File: config.mk
export PLATFORM = sky130hd
export DESIGN_NAME = piso_serial_tx
export DESIGN_NICKNAME = d
export VERILOG_FILES = /design/src/rtl/piso_serial_tx.sv
export SDC_FILE = /design/constraint.sdc
export NUM_CORES = 1
export LEC_CHECK = 0
export ABC_AREA = 1
export CAP_MARGIN = 0
export CORE_MARGIN = 2
export CORE_UTILIZATION = 38
export DETAILED_ROUTE_END_ITERATION = 10
export GPL_ROUTABILITY_DRIVEN = 0
export PLACE_DENSITY = 0.74
export SETUP_SLACK_MARGIN = 0.5
export SYNTH_ARGS = -nofsm -noshare
export SYNTH_HDL_FRONTEND = slang
export SYNTH_SLANG_ARGS = --single-unit
export TNS_END_PERCENT = 50
File: constraint.sdc
create_clock -name clk -period 1.99 [get_ports clk]
set_clock_uncertainty 0.2 [all_clocks]
set_input_delay 0.398 -clock clk [delete_from_list [all_inputs] [get_ports clk]]
set_output_delay 0.398 -clock clk [all_outputs]
set_load 0.01 [all_outputs]
File: src/rtl/piso_serial_tx.sv
// piso_serial_tx: valid/ready parallel-in, serial-out transmitter with registered outputs.
// Define PISO_PARITY_EN to append an even-parity bit and expose sout_parity.
module piso_serial_tx #(
  parameter int WIDTH     = 8,
  parameter bit MSB_FIRST = 1'b1
) (
  input  logic             clk,
  input  logic             reset,
  input  logic [WIDTH-1:0] din,
  input  logic             din_valid,
  output logic             din_ready,
  output logic             sout,
  output logic             sout_valid,
  output logic             frame_start,
  output logic             busy
`ifdef PISO_PARITY_EN
  ,
  output logic             sout_parity
`endif
);
  localparam int CW = $clog2(WIDTH + 1);
`ifdef PISO_PARITY_EN
  localparam bit PAR = 1'b1;
`else
  localparam bit PAR = 1'b0;
`endif
  typedef enum logic [1:0] {IDLE, SHIFT, PARITY} state_t;
  state_t state, state_n;
  logic [WIDTH-1:0] sr, sr_n;
  logic [CW-1:0] cnt, cnt_n;
  logic par, par_n, sout_n, valid_n, start_n, ready_n, accept, last;
  assign accept = din_valid & din_ready;
  assign last = cnt == CW'(WIDTH - 1);
  assign busy = sout_valid;
  always_comb begin
    state_n = state;
    sr_n    = sr;
    cnt_n   = cnt;
    par_n   = par;
    sout_n  = 1'b0;
    valid_n = 1'b0;
    start_n = 1'b0;
    ready_n = 1'b0;
    if (accept) begin
      state_n = SHIFT;
      sr_n    = din;
      cnt_n   = '0;
      par_n   = ^din;
      sout_n  = MSB_FIRST ? din[WIDTH-1] : din[0];
      valid_n = 1'b1;
      start_n = 1'b1;
    end else if (state == SHIFT && !last) begin
      sr_n    = MSB_FIRST ? sr << 1 : sr >> 1;
      cnt_n   = cnt + 1'b1;
      sout_n  = MSB_FIRST ? sr[WIDTH-2] : sr[1];
      valid_n = 1'b1;
      ready_n = !PAR && cnt == CW'(WIDTH - 2);
    end else if (state == SHIFT && PAR) begin
      state_n = PARITY;
      cnt_n   = '0;
      sout_n  = par;
      valid_n = 1'b1;
      ready_n = 1'b1;
    end else begin
      state_n = IDLE;
      cnt_n   = '0;
      ready_n = 1'b1;
    end
  end
  always_ff @(posedge clk) begin
    if (!reset) begin
      state       <= IDLE;
      sr          <= '0;
      cnt         <= '0;
      par         <= 1'b0;
      sout        <= 1'b0;
      sout_valid  <= 1'b0;
      frame_start <= 1'b0;
      din_ready   <= 1'b0;
    end else begin
      state       <= state_n;
      sr          <= sr_n;
      cnt         <= cnt_n;
      par         <= par_n;
      sout        <= sout_n;
      sout_valid  <= valid_n;
      frame_start <= start_n;
      din_ready   <= ready_n;
    end
  end
`ifdef PISO_PARITY_EN
  always_ff @(posedge clk) sout_parity <= reset && state_n == PARITY;
`endif
endmodule

==> results_dict.tcl <==
set metrics [dict create \
    status "complete, no violations" \
    hold_slack_ns 0.276 \
    crit_arrival_ns 1.48 \
    vias_per_cell 4.49 \
    leakagePower_nw 0.409 \
    critPathMaxFanout 16 \
    avgRoutedWirePerCell_um 9.72 \
    crit_path_top_delay_cell "clkdlybuf4s50_1" \
    cp_cell_sequence "clkdlybuf4s50_1 > nand2_4 > inv_4 > nand2_1 > nand2_1 > nand2_1 > a21oi_1" \
    syn_nets 100 \
    drc 0 \
    synthCells 87 \
    cts_num_sinks 16 \
    grt_setup_unrepaired "true" \
    yosys.cell_types.count 17 \
    clk_pin_slew_ns 0.08 \
    antenna_left 0 \
    max-vdd-ir-drop_mv 0.385 \
    yosysWarningCount 0 \
    ios 16 \
    initial_core_util_pct 39.9 \
    grt_pass1_wl_um 2140 \
    tns_ns 0 \
    detail_route.wirelength_um 1260 \
    syn-mean-instance-area_um2 7.84 \
    path_buf_inv 2 \
    place.port_buffers 15 \
    path_class "in -> reg" \
    grt_pass1_vias 530 \
    antenna_cells 0 \
    hpwl_um 939 \
    die_width_um 46.4 \
    holdBufCountCts 0 \
    cts_root_buf "clkbuf_4" \
    clockBufferDepth 2 \
    drv_cap 0 \
    syn2layout_area_growth_pct 30.1 \
    finalPower_w 0.000588 \
    dr.pass1.iters 4 \
    clk_latency_ns 0.28 \
    fp.dieH_um 46.4 \
    ys_top_cells_by_area "dfxtp_1 47%, nand2_1 16%, nand3_1 7.3%" \
    power.density_nw_per_um2 663 \
    drv_slew 0 \
    fp.coreArea_um2 1710 \
    drive_gt1_share_pct 16.2 \
    numCtsBuffers 3 \
    crit_path_max_incr_delay_ns 0.51 \
    rows 15 \
    yosysTopAreaCell "dfxtp_1" \
    min_period_ns 1.47 \
    drtIter0Drc 7 \
    grt_start_max_net_pins 19 \
    start_kind "input port" \
    ys_seq_elements 16 \
    crit_family "buffers and inverters" \
    worstMarginPinSlew_ns 0.200 \
    cp_common_cell "nand2_1" \
    fin_crit_sh_pct 73.9 \
    grt_overflow_total 0 \
    antenna_found_initial 0 \
    relSlewSlack_pct 86.6 \
    synth_top_area_share_pct 47.0 \
    hold_viol 0 \
    hp-class "reg -> reg" \
    yosysSeqAreaShare_pct 47.0 \
    grt.total_usage_pct 14.1 \
    setup_viol 0 \
    tritoncts "done" \
    netlist_area_um2 682 \
    fmax_mhz 680 \
    die-area_um2 2150 \
    critPathCaptureType "flop" \
    nets 120 \
    required_ns 2.00 \
    vias 584 \
    htreeDepth 1 \
]
## Yosys cell counts
master,count
dfxtp_1,16
nand3_2,1
nand2_4,2
a21oi_1,8
nor2_4,1
xnor2_1,1
ha_1,2
nor2_1,4
inv_1,3
buf_4,2
inv_2,3
nand3_1,10
nand2_1,29
nor2_2,1
nand2_2,2
o21ai_1,1
xor2_1,1
## cell families after synthesis
logic type | synth area share (%)
AOI/OAI and AO/OA | 6.61
xor gates and xnor gates | 2.57
adders and majority gates | 3.67
buffers and inverters | 5.50
DFF | 47.0
and+or+nand+nor | 34.7
## path summary, 6_finish.rpt
| check | from | to | slack [ns] | depth (start not counted) |
|---|---|---|---|---|
| worst max-delay path | din_valid | sr[5] | 0.52 | 7 |
| worst min-delay path | sr[6] | sout | 0.28 | 2 |
| worst max register to register | cnt[0] | sr[5] | 0.58 | 6 |
| worst min register to register | sr[6] | sout | 0.28 | 2 |
## worst min-delay path: stages (launching register included)
cell	delay [ns]
dfxtp_1	0.32
nand3_1	0.08
nand2_1	0.04
## sequential cells by signal (all words and copies together) (netlist names)
register and flops:
busy 1, din_ready 1, frame_start 1, sout 1, state 1, cnt 4
sr 7
## through the flow
step                      worst slack (ns)  cells  util (%)  instance area (um2)
after floorplan                      0.731     87         -                  682
after global placement               0.241    125      49.7                  848
after detailed placement             0.163    125      49.7                  848
after CTS                            0.270    128      50.8                  867
after global routing                 0.449    130      51.9                  887
final                                0.519    130      51.9                  887
## final cells by class
class                      instances  area (um2)
inverter                           6        25.0
clock buffer                       3        22.5
multi-input combinational         63         324
fill                             170         821
sequential                        16         322
timing repair buffer              17         163
tap                               25        31.3
## what timing repair did
action / 4_1_cts / 5_1_grt
setup buffers: 0 / 2
resized for setup: 3 / 6
setup endpoints to repair: 7 / 16
## routing by layer
metal | wire [um] | vias up | global-route usage [%]
met1 | 597 | 254 | 17.1
met5 | 0 | - | 0
met2 | 590 | 14 | 23.1
li1 | - | 312 | -
met4 | 21 | 0 | 6.86
met3 | 55 | 4 | 3.53
## report_power, final
| part | switching [W] | internal (W) |
|---|---|---|
| sequential | 0.00000723 | 0.000332 |
| combinational | 0.0000449 | 0.0000411 |
| clock | 0.0000927 | 0.0000702 |
| total | 0.000145 | 0.000444 |
## cells in the final DEF (no fill, tap or decap), types with 2 or more instances in the layout
cell type | Yosys | layout
nand2_2 | 2 | 2
clkdlybuf4s50_1 | 0 | 10
inv_2 | 3 | 2
ha_1 | 2 | 2
inv_1 | 3 | 3
a21oi_1 | 8 | 8
nand2_1 | 29 | 29
nor2_1 | 4 | 4
nand3_1 | 10 | 10
clkbuf_4 | 0 | 3
dlygate4sd2_1 | 0 | 2
buf_4 | 2 | 2
dfxtp_1 | 16 | 15
nand2_4 | 2 | 2
dlymetal6s2s_1 | 0 | 2
(Power assumes the default switching activity.)
